===== config.mk =====
export PLATFORM = sky130hd
export DESIGN_NAME = mar_burst_flat
export DESIGN_NICKNAME = d
export VERILOG_FILES = /design/src/rtl/mar_burst_if.sv /design/src/rtl/mar_burst.sv /design/src/flat_wrapper.sv
export SDC_FILE = /design/constraint.sdc
export NUM_CORES = 1
export LEC_CHECK = 0
export BUFFER_PORTS_ARGS = -buffer_cell sky130_fd_sc_hd__buf_2
export CAP_MARGIN = 10
export CORE_MARGIN = 4
export CORE_UTILIZATION = 42
export CTS_CLUSTER_DIAMETER = 40
export DETAILED_ROUTE_END_ITERATION = 8
export PLACE_DENSITY = 0.82
export SETUP_SLACK_MARGIN = 0.5
export SLEW_MARGIN = 20
export SYNTH_ARGS = -nofsm -noshare
export SYNTH_HDL_FRONTEND = slang
export SYNTH_SLANG_ARGS = --single-unit
export TNS_END_PERCENT = 100

===== constraint.sdc =====
create_clock -name clk -period 1.57 [get_ports clk]
set_clock_uncertainty 0.15 [all_clocks]
set_input_delay 0.157 -clock clk [delete_from_list [all_inputs] [get_ports clk]]
set_output_delay 0.157 -clock clk [all_outputs]
set_load 0.02 [all_outputs]

===== src/rtl/mar_burst_if.sv =====
// mar_burst bus bundle: load/step/burst controls toward the MAR,
// registered address plus burst status flags back to the controller.
// Ports: d, lm, inc, burst_start, burst_len, rdy (to MAR);
//        addr, vld, busy, done, ovf (from MAR).
interface mar_burst_if #(
  parameter int AW = 4,
  parameter int LW = 2
);
  logic [AW-1:0] d;
  logic          lm;
  logic          inc;
  logic          burst_start;
  logic [LW-1:0] burst_len;
  logic          rdy;
  logic [AW-1:0] addr;
  logic          vld;
  logic          busy;
  logic          done;
  logic          ovf;

  modport master (
    output d,
    output lm,
    output inc,
    output burst_start,
    output burst_len,
    output rdy,
    input  addr,
    input  vld,
    input  busy,
    input  done,
    input  ovf
  );

  modport slave (
    input  d,
    input  lm,
    input  inc,
    input  burst_start,
    input  burst_len,
    input  rdy,
    output addr,
    output vld,
    output busy,
    output done,
    output ovf
  );
endinterface


===== src/rtl/mar_burst.sv =====
// Memory address register with load, single-step increment and
// valid/ready sequential bursts; wrap or saturate chosen by WRAP.
// Ports: clk, clr (sync active-high reset), bus (mar_burst_if.slave).
module mar_burst #(
  parameter int AW   = 4,
  parameter int LW   = 2,
  parameter bit WRAP = 1'b1
) (
  input  logic        clk,
  input  logic        clr,
  mar_burst_if.slave  bus
);

  typedef enum logic {
    IDLE  = 1'b0,
    BURST = 1'b1
  } state_t;

  localparam logic [AW-1:0] ONES = '1;

  state_t        state;
  state_t        state_nxt;
  logic [AW-1:0] addr;
  logic [AW-1:0] addr_nxt;
  logic [LW-1:0] cnt;
  logic [LW-1:0] cnt_nxt;
  logic          done;
  logic          done_nxt;
  logic          ovf;
  logic          ovf_nxt;

  logic          at_top;
  logic [AW-1:0] addr_inc;
  logic          ovf_inc;
  logic          ovf_hold;
  logic          last;

  assign at_top = (addr == ONES);
  assign last   = (cnt == '0);

  // Saturating mode pins the address at all-ones and latches ovf;
  // wrapping mode rolls to zero and flags only that one update.
  assign addr_inc = (at_top && !WRAP) ? ONES : addr + AW'(1);
  assign ovf_inc  = WRAP ? at_top : (ovf | at_top);
  assign ovf_hold = WRAP ? 1'b0 : ovf;

  always_ff @(posedge clk) begin
    if (clr) begin
      state <= IDLE;
      addr  <= '0;
      cnt   <= '0;
      done  <= 1'b0;
      ovf   <= 1'b0;
    end else begin
      state <= state_nxt;
      addr  <= addr_nxt;
      cnt   <= cnt_nxt;
      done  <= done_nxt;
      ovf   <= ovf_nxt;
    end
  end

  always_comb begin
    state_nxt = state;
    unique case (state)
      IDLE: begin
        if (!bus.lm) begin
          state_nxt = IDLE;
        end else if (bus.burst_start) begin
          state_nxt = BURST;
        end
      end
      BURST: begin
        if (!bus.lm) begin
          state_nxt = IDLE;
        end else if (bus.rdy && last) begin
          state_nxt = IDLE;
        end
      end
      default: state_nxt = IDLE;
    endcase
  end

  always_comb begin
    addr_nxt = addr;
    cnt_nxt  = cnt;
    done_nxt = 1'b0;
    ovf_nxt  = ovf_hold;
    unique case (state)
      IDLE: begin
        if (!bus.lm) begin
          addr_nxt = bus.d;
          ovf_nxt  = 1'b0;
        end else if (bus.burst_start) begin
          cnt_nxt = bus.burst_len;
        end else if (bus.inc) begin
          addr_nxt = addr_inc;
          ovf_nxt  = ovf_inc;
        end
      end
      BURST: begin
        if (!bus.lm) begin
          addr_nxt = bus.d;
          ovf_nxt  = 1'b0;
        end else if (bus.rdy) begin
          addr_nxt = addr_inc;
          ovf_nxt  = ovf_inc;
          if (last) begin
            done_nxt = 1'b1;
          end else begin
            cnt_nxt = cnt - LW'(1);
          end
        end
      end
      default: begin
        addr_nxt = addr;
      end
    endcase
  end

  assign bus.addr = addr;
  assign bus.vld  = (state == BURST);
  assign bus.busy = (state == BURST);
  assign bus.done = done;
  assign bus.ovf  = ovf;

endmodule


===== src/flat_wrapper.sv =====
// flat-port wrapper written by rule: the top's interface ports become plain ports
module mar_burst_flat 
#(
  parameter int AW   = 4,
  parameter int LW   = 2,
  parameter bit WRAP = 1'b1
)
  (clk, clr, bus_d, bus_lm, bus_inc, bus_burst_start, bus_burst_len, bus_rdy, bus_addr, bus_vld, bus_busy, bus_done, bus_ovf);
  mar_burst_if #(.AW(AW), .LW(LW)) bus_i ();
  input  logic clk;
  input  logic clr;
  input wire logic [$bits(bus_i.d)-1:0] bus_d;
  input wire logic [$bits(bus_i.lm)-1:0] bus_lm;
  input wire logic [$bits(bus_i.inc)-1:0] bus_inc;
  input wire logic [$bits(bus_i.burst_start)-1:0] bus_burst_start;
  input wire logic [$bits(bus_i.burst_len)-1:0] bus_burst_len;
  input wire logic [$bits(bus_i.rdy)-1:0] bus_rdy;
  output wire logic [$bits(bus_i.addr)-1:0] bus_addr;
  output wire logic [$bits(bus_i.vld)-1:0] bus_vld;
  output wire logic [$bits(bus_i.busy)-1:0] bus_busy;
  output wire logic [$bits(bus_i.done)-1:0] bus_done;
  output wire logic [$bits(bus_i.ovf)-1:0] bus_ovf;
  assign bus_i.d = bus_d;
  assign bus_i.lm = bus_lm;
  assign bus_i.inc = bus_inc;
  assign bus_i.burst_start = bus_burst_start;
  assign bus_i.burst_len = bus_burst_len;
  assign bus_i.rdy = bus_rdy;
  assign bus_addr = bus_i.addr;
  assign bus_vld = bus_i.vld;
  assign bus_busy = bus_i.busy;
  assign bus_done = bus_i.done;
  assign bus_ovf = bus_i.ovf;
  mar_burst #(.AW(AW), .LW(LW), .WRAP(WRAP)) u_core (.clk(clk), .clr(clr), .bus(bus_i));
endmodule

-- Word-level counts from Yosys, hierarchy flattened
Index checks and enable logic that the tools add are counted.
- bitwise logic cells: 3
- $add $sub $neg: 2
- muxes and demuxes: 24
- reduce and logical (&&, ||, !) cells: 5
- equal/unequal tests: 9
- operator list (cell ; count):
    4-bit two-way mux ; 5
    1-bit two-way mux ; 10
    2-bit two-way mux ; 5
    2-bit != test, second input constant ; 5
    3-bit != test, second input constant ; 3
    4-bit case mux with 2 select lines ; 1
    5-bit AND reduction ; 1
    4-bit by 1-bit adder with 4-bit output, second input constant ; 1
    4-bit equality test, second input constant ; 1
    1-bit case mux with 2 select lines ; 2
    2-bit case mux with 2 select lines ; 1
    4-bit OR reduction ; 1
    1-bit NOT ; 3
    3-bit AND reduction ; 1
    2-bit logical NOT ; 1
    2-bit by 1-bit subtractor with 2-bit output, second input constant ; 1
    1-bit logical AND ; 1
- flip-flop bits (word level): 9
- output and inout bits: 8
- logic and storage cells: 48
- input port bits: 12

-- Depth between registers and ports, before layout
- word-level depth: 5
- gate-level depth with buffers: 5
- mapped depth without buffers: 5

-- Worst setup path after synthesis
OpenSTA, ideal clock, no wires.
- path type: register to register
- start point: register u_core.addr[1], in the netlist u_core.bus.addr[1]
- end point: register u_core.addr[1], in the netlist u_core.bus.addr[1]
- slack: -0.086 ns
- path buffers: 0
- clock period less this slack: 1.656 ns
- data arrival time: 1.388 ns
- data required time: 1.303 ns
- stages on the path, launching flop included: 5
- cells stage by stage: dfxtp_1 ha_1 and3b_1 a211o_1 a32o_1
- cells in the longest elaborated chain, start to end: 5
- elaborated cells between the ends (all ways): 7
- ends and longest elaborated chain (element ; RTL line ; source):
    start, declared ; mar_burst.sv:23 ; logic [AW-1:0] addr;
    start signal, assigned ; mar_burst.sv:56 ; addr <= addr_nxt;
    4-bit by 1-bit adder with 4-bit output * ; mar_burst.sv:43 ; assign addr_inc = (at_top && !WRAP) ? ONES : addr + AW'(1);
    4-bit two-way mux ; mar_burst.sv:96 ; end else if (bus.inc) begin
    4-bit two-way mux ; mar_burst.sv:94 ; end else if (bus.burst_start) begin
    4-bit two-way mux ; mar_burst.sv:91 ; if (!bus.lm) begin
    4-bit case mux with 2 select lines * ; mar_burst.sv:89 ; unique case (state)
Mark *: on every way between the ends. The rest lies on a longest branch, timed or not. The select of a mux whose other input is x is not followed.
A chain may end at the register's enable or synchronous reset.

-- Worst setup path after layout
- start point: register u_core.addr[0], in the netlist u_core.bus.addr[0]
- end point: register u_core.addr[1], in the netlist u_core.bus.addr[1]
The elaborated chain is that of the path after synthesis.

==> run_results.csv <==
group,metric,value,unit
global_routing,gr-usage-met1,0.1871,
sta,slew_headroom,0.8196,
pwr,power.density,694.1,mW/mm^2
global_routing,grt_usage,0.1873,
synth,ys_types,33,
status,status,"completed",
synth,synth_seq_cells,9,
sta,setup_viol,0,
clock_tree,clockRootBuffer,"clkbuf_4",
setup_path,reg2reg_slack,0.16,ns
setup_path,path_class,"reg -> reg",
routing,num_vias,662,
clock_tree,numCtsBuffers,3,
setup_path,crit_start,"u_core.bus.addr[0]$_SDFFE_PP0P_",
setup_path,crit_path_max_fanout,2,
placement,place_inst,96,
sta,setup_tns,0,ns
setup_path,worst_path_dominant_cell_family,"compound AO/OA/AOI/OAI gates",
routing,via_per_inst,5.707,
global_routing,grt_pass1_wl,2628,um
die,coreArea,0.001301,sq mm
finish,syn2layout_area_growth,62.39,%
synth,syn_area,585.6,sq um
setup_path,r2r-start,"u_core.bus.addr[0]$_SDFFE_PP0P_",
sta,grt_setup_unrepaired,"true",
synth,yosysWarnings,0,
global_routing,grt.busiest_layer,"met2",
finish,diodes,0,
finish,drive_gt1_frac,0.5842,
placement,place_congestion,0.8521,
routing,wl,1841,um
global_routing,grt_overflow,0,
die,die_x,45.34,um
setup_path,worst-path-stages,4,
routing,drc,0,
min_path,hold_class,"in -> reg",
synth,syn_area_per_cell,9.009,sq um
global_routing,gr-usage-met2,0.3446,
die,die_h,45.34,um
setup_path,cp_slowest_stage_delay,0.35,ns
clock_tree,cts_max_level,1,
setup_path,cp_slowest_cell,"dfxtp_4",
synth,ys_seq_area_frac,0.3077,
setup_path,critPathArrivalTime,1.43,ns
die,num_rows,13,
global_routing,antenna_found_initial,0,
setup_path,startpoint_type,"register",
finish,final_cells,116,
global_routing,grt_use_met3,0.05976,
sta,fin_crit,1.411,ns
global_routing,grt_pass1_vias,612,
placement,place_hpwl,1114,um
setup_path,reg2reg_to,"u_core.bus.addr[1]$_SDFFE_PP0P_",
placement,port_buffers,19,
setup_path,cp-endpoint,"u_core.bus.addr[1]$_SDFFE_PP0P_",
die,die_area,0.002056,sq mm
setup_path,required,1.59,ns
setup_path,crit_buf_inv,0,
sta,clock.fmax,0.7088,GHz
die,start_util,0.4500,
flow_run,cap_violations,0,
setup_path,crit_chain,"ha_4 -> and3b_1 -> a211o_1 -> a32o_1",
routing,first_iter_violations,14,
sta,min_period_over_period,0.8987,
pwr,leakagePower,0.4188,nW
sta,worst_slew_pin_slew,0.2703,ns
routing,firstDrtPassIters,4,
clock_tree,cts_tree,"built",
clock_tree,clk_latency,0.28,ns
routing,ant_nets,0,
global_routing,grt_max_degree,16,
clock_tree,cts_sinks,9,
die,ios,20,
synth,syn-num-nets,79,
sta,report.final.slew_viol_count,0,
routing,routedWlPerCell,15.87,um
finish,finalNetCount,116,
setup_path,endpoint_kind,"register",
clock_tree,path_clk_slew,0.06,ns
setup_path,reg2reg_depth,4,
sta,hold_viol_final,0,
pwr,vdd_drop_max,0.5242,mV
clock_tree,cts_buffer_depth,2,
synth,syn_inst,65,
## Yosys cell counts
library cell / n / area (sq um)
a2111oi_2: 2 / 30.03
a31oi_1: 1 / 6.260
mux2i_1: 1 / 10.01
o21ai_0: 1 / 5.000
a211oi_1: 3 / 22.52
nand3_1: 2 / 10.01
dfxtp_1: 9 / 180.2
a211o_1: 2 / 17.52
nor2_1: 4 / 15.01
buf_6: 1 / 11.26
o32ai_1: 1 / 8.760
and3b_1: 1 / 8.760
a32o_1: 1 / 10.01
a41oi_1: 1 / 8.760
a21o_1: 1 / 7.510
buf_4: 2 / 15.01
a22oi_1: 1 / 7.510
and2_4: 1 / 8.760
o2111a_1: 1 / 11.26
o211ai_1: 1 / 7.510
nor3b_1: 1 / 7.510
ha_1: 2 / 25.02
nand2b_1: 3 / 18.77
inv_1: 5 / 18.77
nand4bb_1: 1 / 11.26
a221oi_1: 1 / 8.760
nor2b_1: 3 / 18.77
nor3b_2: 1 / 12.51
a21oi_1: 1 / 5.000
nand4b_1: 2 / 17.52
nand3b_2: 1 / 11.26
or3_1: 1 / 6.260
nand2_1: 6 / 22.52
## worst register-to-register path, cell delays in order (launching register included)
cell	delay [ns]
dfxtp_4	0.35
ha_4	0.23
and3b_1	0.16
a211o_1	0.22
a32o_1	0.20
## cells by family after synthesis
kind of cell,count (synthesis),synth area share
flops,9,0.3077
simple gates,27,0.2885
buf+inv,8,0.07692
fa+ha+maj,2,0.04273
compound gates,18,0.2671
mux,1,0.01709
## report_power, final
| group | internal (W) | switching (W) | leakage (nW) | total, W |
|---|---|---|---|---|
| clock | 0.0000986 | 0.0000917 | 0.0150 | 0.000190 |
| sequential | 0.000243 | 0.0000161 | 0.0773 | 0.000259 |
| combinational | 0.000113 | 0.0000985 | 0.327 | 0.000211 |
## placed cells by master (no fill, tap or decap), drive strengths merged, types with 3 or more instances in the layout
master and instances:
nor2b 3, inv 5, nand2b 3, nand2 6, dfxtp 9, clkbuf 4, a211oi 3, buf 34
nor2 4
## registers in the layout, summed over array words and instances, names as in the netlist
| register | count |
|---|---|
| u_core.bus.done | 1 |
| u_core.bus.ovf | 1 |
| u_core.cnt | 2 |
| u_core.bus.addr | 4 |
| u_core.bus.busy | 1 |
## cell type report
type	instances	area, sq um
clock buffers	4	26.28
fillers	100	350.3
inverters	5	18.77
multi-input cells	48	444.2
flip-flops and latches	9	196.4
well taps	15	18.77
repair buffers	35	246.5
## stage by stage
step	util	hold WS (ns)	instance area (sq um)	setup slack, ns	total power [W]
2_1_floorplan	-	0.06671	673.1	0.1548	0.0003670
3_3_place_gp	0.5846	0.2579	760.7	0.1751	0.0004061
3_5_place_dp	0.5846	0.2767	760.7	0.1344	0.0004128
4_1_cts	0.6990	0.01414	909.6	0.1468	0.0006468
5_1_grt	0.7308	0.02681	950.9	0.1196	0.0006944
6_report	0.7308	0.007008	950.9	0.1591	0.0006601
## per-layer routing
metal / up-vias / wire, um
li1: 317 / -
met1: 321 / 752
met2: 20 / 930
met3: 4 / 129
met4: 0 / 28
met5: - / 0
## repair_timing
item	in CTS	in global routing
resized for setup	13	1
pin swaps	6	3
setup endpoints to repair	14	15
hold buffers	1	0
endpoints found under the hold margin	1	0
setup buffers	10	5
## how the worst min path moves through the flow
stage / to / depth (start not counted) / start / slack [ns]
final: u_core.bus.addr[0]$_SDFFE_PP0P_ / 2 / clr / 0.007
after global placement: u_core.bus.addr[1]$_SDFFE_PP0P_ / 2 / bus_d[1] / 0.26
after CTS: u_core.cnt[1]$_SDFFE_PP0P_ / 2 / clr / 0.01
after floorplan: u_core.bus.addr[0]$_SDFFE_PP0P_ / 1 / clr / 0.07
after global routing: u_core.cnt[1]$_SDFFE_PP0P_ / 2 / clr / 0.03
after detailed placement: u_core.bus.addr[1]$_SDFFE_PP0P_ / 2 / bus_d[1] / 0.28
No activity file was read; power rests on OpenSTA's default activity.
